[config.mk]
export PLATFORM = sky130hd
export DESIGN_NAME = database_serializer
export DESIGN_NICKNAME = d
export VERILOG_FILES = /design/src/rtl/debug_pkg.sv /design/src/rtl/selector_byte.sv /design/src/rtl/database_serializer.sv
export SDC_FILE = /design/constraint.sdc
export NUM_CORES = 1
export LEC_CHECK = 0
export CORE_AREA = 2 2 101 103
export CTS_BUF_LIST = sky130_fd_sc_hd__clkbuf_8
export DETAILED_ROUTE_END_ITERATION = 8
export DIE_AREA = 0 0 103 105
export GPL_ROUTABILITY_DRIVEN = 1
export PLACE_DENSITY_LB_ADDON = 0.1
export SLEW_MARGIN = 40
export SYNTH_ARGS = -nofsm -noshare
export SYNTH_HDL_FRONTEND = slang
export SYNTH_SLANG_ARGS = --single-unit
[constraint.sdc]
create_clock -name i_clock -period 1.6 [get_ports i_clock]
set_input_delay 0.24 -clock i_clock [delete_from_list [all_inputs] [get_ports i_clock]]
set_output_delay 0.24 -clock i_clock [all_outputs]
set_load 0.03 [all_outputs]
[src/rtl/debug_pkg.sv]
// Shared definitions for the MIPS debug path: serializer state encoding,
// default geometry, counter sizing helper and the database field map.
package debug_pkg;

  typedef enum logic [2:0] {
    IDLE      = 3'd0,
    WAIT_DATO = 3'd1,
    SEND      = 3'd2,
    WAIT_TX   = 3'd3,
    DONE      = 3'd4
  } state_t;

  localparam int LONGITUD_INSTRUCCION_DEF = 32;
  localparam int NB_DATA_DEF              = 8;
  localparam int CANT_BITS_CONTROL_DEF    = 4;
  localparam int CANT_CAMPOS_DEF          = 12;
  localparam int BYTES                    = LONGITUD_INSTRUCCION_DEF / NB_DATA_DEF;

  // Meaning of each database field index, in dump order.
  typedef enum logic [CANT_BITS_CONTROL_DEF-1:0] {
    CAMPO_PC           = 4'd0,
    CAMPO_INSTRUCCION  = 4'd1,
    CAMPO_REG_RS       = 4'd2,
    CAMPO_REG_RT       = 4'd3,
    CAMPO_ALU_RESULT   = 4'd4,
    CAMPO_MEM_DATO     = 4'd5,
    CAMPO_WB_DATO      = 4'd6,
    CAMPO_CTRL_EX      = 4'd7,
    CAMPO_CTRL_MEM     = 4'd8,
    CAMPO_CTRL_WB      = 4'd9,
    CAMPO_HAZARD_FLAGS = 4'd10,
    CAMPO_CYCLE_COUNT  = 4'd11
  } campo_t;

  // Bits needed to index 0..value-1, never less than one.
  function automatic int clogb2(input int value);
    int res;
    res = 0;
    for (int v = value - 1; v > 0; v = v >> 1) res++;
    return (res == 0) ? 1 : res;
  endfunction

endpackage

[src/rtl/selector_byte.sv]
// Combinational byte picker: index 0 selects the most significant byte.
module selector_byte
  import debug_pkg::*;
#(
  parameter int W      = 32,
  parameter int NB     = 8,
  parameter int NB_IDX = clogb2(W / NB)
) (
  input  logic [W-1:0]      word,
  input  logic [NB_IDX-1:0] idx,
  output logic [NB-1:0]     dato_byte
);

  always_comb begin
    dato_byte = word[W-1-int'(idx)*NB -: NB];
  end

endmodule

[src/rtl/database_serializer.sv]
// Walks the database fields, latches each word and streams it MSB byte first
// to the UART with a start/done handshake.
module database_serializer
  import debug_pkg::*;
#(
  parameter int LONGITUD_INSTRUCCION = 32,
  parameter int CANT_BITS_CONTROL    = 4,
  parameter int CANT_CAMPOS          = 12,
  parameter int NB_DATA              = 8
) (
  input  logic                            i_clock,
  input  logic                            i_soft_reset,
  input  logic                            i_start,
  input  logic [LONGITUD_INSTRUCCION-1:0] i_dato,
  output logic [CANT_BITS_CONTROL-1:0]    o_control,
  output logic                            o_tx_start,
  output logic [NB_DATA-1:0]              o_tx_data,
  input  logic                            i_tx_done,
  output logic                            o_busy,
  output logic                            o_done
);

  localparam int N_BYTES      = LONGITUD_INSTRUCCION / NB_DATA;
  localparam int NB_BYTE_CNT  = clogb2(N_BYTES);
  localparam int NB_FIELD_CNT = clogb2(CANT_CAMPOS);
  localparam logic [NB_BYTE_CNT-1:0]  LAST_BYTE  = NB_BYTE_CNT'(N_BYTES - 1);
  localparam logic [NB_FIELD_CNT-1:0] LAST_FIELD = NB_FIELD_CNT'(CANT_CAMPOS - 1);

  state_t                            state;
  logic [NB_FIELD_CNT-1:0]           field;
  logic [NB_BYTE_CNT-1:0]            byte_idx;
  logic [LONGITUD_INSTRUCCION-1:0]   word;
  logic [NB_DATA-1:0]                byte_sel;

  selector_byte #(
    .W      (LONGITUD_INSTRUCCION),
    .NB     (NB_DATA),
    .NB_IDX (NB_BYTE_CNT)
  ) u_selector_byte (
    .word      (word),
    .idx       (byte_idx),
    .dato_byte (byte_sel)
  );

  // NOTE: every register here, word included, is a plain flop (no RAM), so it
  // is cleared by reset; all state updates use <= so the case arms read the
  // pre-edge values of their neighbours.
  always_ff @(posedge i_clock or negedge i_soft_reset) begin
    if (!i_soft_reset) begin
      state      <= IDLE;
      field      <= '0;
      byte_idx   <= '0;
      word       <= '0;
      o_control  <= '0;
      o_tx_start <= 1'b0;
      o_tx_data  <= '0;
      o_busy     <= 1'b0;
      o_done     <= 1'b0;
    end else begin
      o_tx_start <= 1'b0;
      o_done     <= 1'b0;
      case (state)
        IDLE: begin
          if (i_start) begin
            o_control <= '0;
            field     <= '0;
            o_busy    <= 1'b1;
            state     <= WAIT_DATO;
          end
        end
        WAIT_DATO: begin
          word     <= i_dato;
          byte_idx <= '0;
          state    <= SEND;
        end
        SEND: begin
          o_tx_start <= 1'b1;
          o_tx_data  <= byte_sel;
          state      <= WAIT_TX;
        end
        WAIT_TX: begin
          if (i_tx_done) begin
            if (byte_idx != LAST_BYTE) begin
              byte_idx <= byte_idx + 1'b1;
              state    <= SEND;
            end else if (field != LAST_FIELD) begin
              field     <= field + 1'b1;
              o_control <= CANT_BITS_CONTROL'(field + 1'b1);
              state     <= WAIT_DATO;
            end else begin
              o_done <= 1'b1;
              state  <= DONE;
            end
          end
        end
        DONE: begin
          o_busy    <= 1'b0;
          o_control <= '0;
          state     <= IDLE;
        end
        default: state <= IDLE;
      endcase
    end
  end

endmodule

Yosys cells after proc, flatten, opt, wreduce, memory -nomap -nowiden
Cells that the tools add are included.
{"block": "op_classes", "add_sub_neg": 3, "eq_ne": 11, "shift": 1, "mux": 21, "reduce_logical": 10}
{"operator": "$shiftx A39 B32 Y8", "count": 1}
{"operator": "$mux W4", "count": 4}
{"operator": "$mux W3", "count": 4}
{"operator": "$ne A2 B2 Y1 const B", "count": 6}
{"operator": "$pmux W3 S4", "count": 1}
{"operator": "$pmux W4 S3", "count": 1}
{"operator": "$reduce_and A5 Y1", "count": 2}
{"operator": "$pmux W4 S2", "count": 1}
{"operator": "$eq A3 B2 Y1 const B", "count": 2}
{"operator": "$mux W1", "count": 6}
{"operator": "$reduce_bool A2 Y1", "count": 3}
{"operator": "$sub A5 B5 Y6 const A", "count": 1}
{"operator": "$add A4 B1 Y4 const B", "count": 1}
{"operator": "$mux W2", "count": 2}
{"operator": "$ne A4 B4 Y1 const B", "count": 1}
{"operator": "$pmux W2 S2", "count": 1}
{"operator": "$reduce_and A2 Y1", "count": 2}
{"operator": "$eq A3 B1 Y1 const B", "count": 1}
{"operator": "$eq A3 B3 Y1 const B", "count": 1}
{"operator": "$logic_not A3 Y1", "count": 1}
{"operator": "$reduce_and A3 Y1", "count": 1}
{"operator": "$reduce_bool A3 Y1", "count": 1}
{"operator": "$add A2 B1 Y2 const B", "count": 1}
{"operator": "$pmux W1 S2", "count": 1}
{"block": "word_totals", "ff_bits": 56, "input_bits": 36, "out_inout_bits": 15, "word_cells": 55}

Depth between registers and ports, before layout
Gate-level depths: netlist (run 1).
{"block": "logic_depth", "word_depth": 5, "mapped_depth": 4, "depth_no_buf": 4}

Hierarchy
A second synthesis (run 1) with hierarchy kept.
{"block": "unflattened", "cells_unflattened": 175, "hier_area_um2": 2722.6}
{"module": "database_serializer", "n_inst": 1, "cells_per_inst": 165, "area_per_inst_um2": 2526.2, "seq_area_each_um2": 1401.3}
{"module": "selector_byte", "n_inst": 1, "cells_per_inst": 10, "area_per_inst_um2": 196.4, "seq_area_each_um2": 0.0}

Least setup slack after synthesis (run 1)
No wires, ideal clock.
{"block": "synth_timing", "path_type": "reg-to-reg", "from": "reg byte_idx[0]", "to": "reg o_tx_data[2]", "setup_time_ps": 125, "arrival_ps": 1252, "t_required_ps": 1475, "setup_slack_ps": 223, "path_stages_with_launch": 4, "path_buffers": 1, "synth_period_minus_slack_ps": 1377, "cell_sequence": "dfrtp_1 -> buf_6 -> mux4_2 -> mux2_4"}
{"block": "synth_via", "elab_chain_cells": 2}
{"element": "from (decl)", "line": "database_serializer.sv:31", "source": "logic [NB_BYTE_CNT-1:0] byte_idx;"}
{"element": "from (signal assigned)", "line": "database_serializer.sv:84", "source": "byte_idx <= byte_idx + 1'b1;"}
{"element": "$sub A5 B5 Y6", "line": "selector_byte.sv:15", "source": "dato_byte = word[W-1-int'(idx)*NB -: NB];"}
{"element": "$shiftx A39 B32 Y8", "line": "selector_byte.sv:15"}
{"element": "to (signal assigned)", "line": "database_serializer.sv:78", "source": "o_tx_data <= byte_sel;"}
{"element": "to (decl)", "line": "database_serializer.sv:17", "source": "output logic [NB_DATA-1:0] o_tx_data,"}
Every way passes these cells.
A chain may end at the register's enable or synchronous reset.

Worst setup path after layout (run 1)
{"block": "layout_timing", "from": "reg byte_idx[0]", "to": "reg o_tx_data[1]"}
The elaborated chain is that of the path after synthesis.

==> results.py, run 1 <==
metrics = {
    "power": {
        "ir_drop_mv": 0.751,
        "power_density_nw_per_um2": 1940,
        "power.leakage_nw": 1.62,
        "p_total_mw": 6.77,
    },
    "sta": {
        "totalNegativeSetupSlack_ps": 0,
        "finalHoldViolCount": 0,
        "finalClockSkew_ps": 10.6,
        "maxSlewViolCount": 0,
        "fmax_mhz": 660,
        "period_share_pct": 94.7,
        "period_needed_ps": 1520,
        "setup_violations": 0,
        "rsz0062_at_grt": "false",
        "worstMarginPinSlew_ps": 468,
        "slew_headroom_pct": 68.8,
        "whs_ps": 373,
    },
    "routing": {
        "postRouteWirelength_um": 5500,
        "vias": 1562,
        "drt-vias-per-instance": 4.30,
        "drtAntennaViolNets": 0,
        "drc": 0,
        "post_drt_wl_per_cell_um": 15.1,
        "firstDrtPassIters": 4,
        "drt_iter0_drc": 39,
    },
    "setup_path": {
        "critPathRequiredTime_ps": 1810,
        "r2r_slack_ps": 80,
        "r2r_cells": 3,
        "arrival_ps": 1720,
        "cp.depth": 3,
        "startpoint_type": "flip-flop",
        "crit_family": "multiplexers",
        "cp_max_fo": 5,
        "path_class": "reg -> reg",
        "cpPeakStageDelay_ps": 510,
        "cp_cell_sequence": "buf_4 -> mux4_2 -> mux2_4",
        "end_kind": "flip-flop",
        "cp_slowest_cell": "mux4_2",
        "crit_buf_inv": 1,
    },
    "cts": {
        "cts_sinks": 56,
        "clk_latency_ps": 310,
        "post_cts_buffers": 0,
        "clock_path_buffers": 2,
        "cts.clk_slew.worst_paths_ps": 110,
        "root_buffer": "clkbuf_8",
        "cts_tree": "built",
        "htree_levels": 2,
        "cts_buffers": 5,
    },
    "layout": {
        "diodes": 0,
        "area_growth_pct": 30.6,
        "finalNetCount": 267,
        "final_common_cell": "dfrtp_1",
        "final_cell_mix": "dfrtp_1, mux2_4, clkdlybuf4s50_1",
        "drive_gt1_share_pct": 32.2,
    },
    "die": {
        "rows": 36,
        "die_h_um": 105,
        "fp.dieW_um": 103,
        "top_level_ports": 51,
        "initial_core_util_pct": 27.8,
        "coreArea_um2": 9640,
        "dieArea_um2": 10800,
    },
    "yosys": {
        "synth_cell_type_count": 36,
        "ys_ff_latch": 56,
        "netlist_area_um2": 2680,
        "synth_nets": 203,
        "syn_inst": 165,
        "yosysSeqAreaShare_pct": 52.4,
        "yosys_warnings": 0,
        "avgSynthCellArea_um2": 16.2,
    },
    "global_route": {
        "grt-busiest-layer": "met2",
        "grt_use_met2_pct": 16.3,
        "grt_use_total_pct": 11.1,
        "grt_pass1_wl_um": 9190,
        "grt_pass1_vias": 1717,
        "antenna_found_initial": 0,
        "grt.overflow.total": 0,
        "grt_util_met1_pct": 15.7,
        "use_met3_pct": 3.68,
        "grt_max_degree": 42,
    },
    "placement": {
        "hpwlAfterDp_um": 3760,
        "port_buffers": 50,
        "gp_congestion": 0.644,
    },
    "worst_hold_path": {
        "holdCritPathClass": "in -> async",
    },
    "run_status": {
        "status": "finished, final reports clean",
    },
    "run": {
        "cap_violations": 0,
    },
}
[timing repair]
action	in CTS	in global routing
gates resized for setup	10	6
setup endpoints to repair	10	6
hold buffers	1	0
endpoints found under the hold margin	15	0
[report_power, final]
group	internal, mW	switching (mW)
Combinational	1.96	1.31
Clock	0.460	0.473
Sequential	2.11	0.460
Total	4.53	2.24
[kinds of logic after synthesis]
logic type	share of synthesized area, %
compound gates	4.02
mux	31.5
simple gates	5.99
xor+xnor	0.655
fa+ha+maj	0.935
flops	52.4
buf+inv	4.49
[state kept, by name, summed over array words and instances, names as in the netlist]
name,count
o_done,1
state,3
o_control,4
o_busy,1
o_tx_start,1
byte_idx,2
word,32
o_tx_data,8
field,4
[synthesized netlist by cell type, drive strengths merged]
cell / n / area share (%)
mux2i: 7 / 2.6
mux2: 40 / 22
a21oi: 3 / 0.56
nand3b: 1 / 0.28
nand2: 3 / 0.42
inv: 6 / 0.84
nor4: 1 / 0.23
a2bb2oi: 1 / 0.33
mux4: 8 / 6.7
nor2b: 1 / 0.23
o21ai: 4 / 0.75
nand4bb: 1 / 0.42
ha: 2 / 0.94
nor2: 3 / 1.0
o311a: 1 / 0.37
dfrtp: 56 / 52
nor3: 3 / 0.56
and4: 1 / 0.42
a311oi: 1 / 0.33
clkbuf: 1 / 0.14
or4b: 1 / 0.37
xnor2: 1 / 0.33
xor2: 1 / 0.33
a22o: 3 / 0.98
a31oi: 2 / 0.47
nand3: 3 / 1.0
buf: 6 / 3.5
or2: 1 / 0.23
and3: 1 / 0.23
nand2b: 1 / 0.51
o22ai: 1 / 0.23
[area by class of cell]
type                            instances  area [µm²]
Inverter                                6        22.5
Sequential cell                        56        1400
Fill cell                             963        6140
Timing Repair Buffer                   64         641
Clock buffer                            5        68.8
Clock inverter                          3        38.8
Tap cell                              133         166
Multi-Input combinational cell         96        1160
[metrics by stage]
stage	util [%]	setup slack (ps)	cell area, µm²	cells
after floorplan	-	223	2680	165
after global placement	35.0	75.9	3370	354
after detailed placement	35.0	63.0	3370	354
after CTS	36.1	0.866	3480	363
after global routing	36.3	3.46	3490	363
final	36.3	84.4	3490	363
[path summary, 6_finish.rpt]
| kind | from | to |
|---|---|---|
| min in group i_clock | word[0] | word[0] |
| max in group asynchronous | i_soft_reset | byte_idx[0] |
| worst max register to register | byte_idx[0] | o_tx_data[1] |
| worst max-delay path | byte_idx[0] | o_tx_data[1] |
| worst min register to register | word[0] | word[0] |
| worst min-delay path | i_soft_reset | word[31] |
[per-layer routing]
metal  up-vias  share of wire (%)
li1        734                  -
met1       796                 49
met2        30                 46
met3         2                4.7
met4         0               0.66
met5         -                  0
Power figures use the tool's default switching activity.
==> inputs of run 2 (changes only) <==
Settings changed: CAP_MARGIN set to 15.
==> results of run 2 <==
The final DEF is identical to that of run 1; final timing and power are the same.
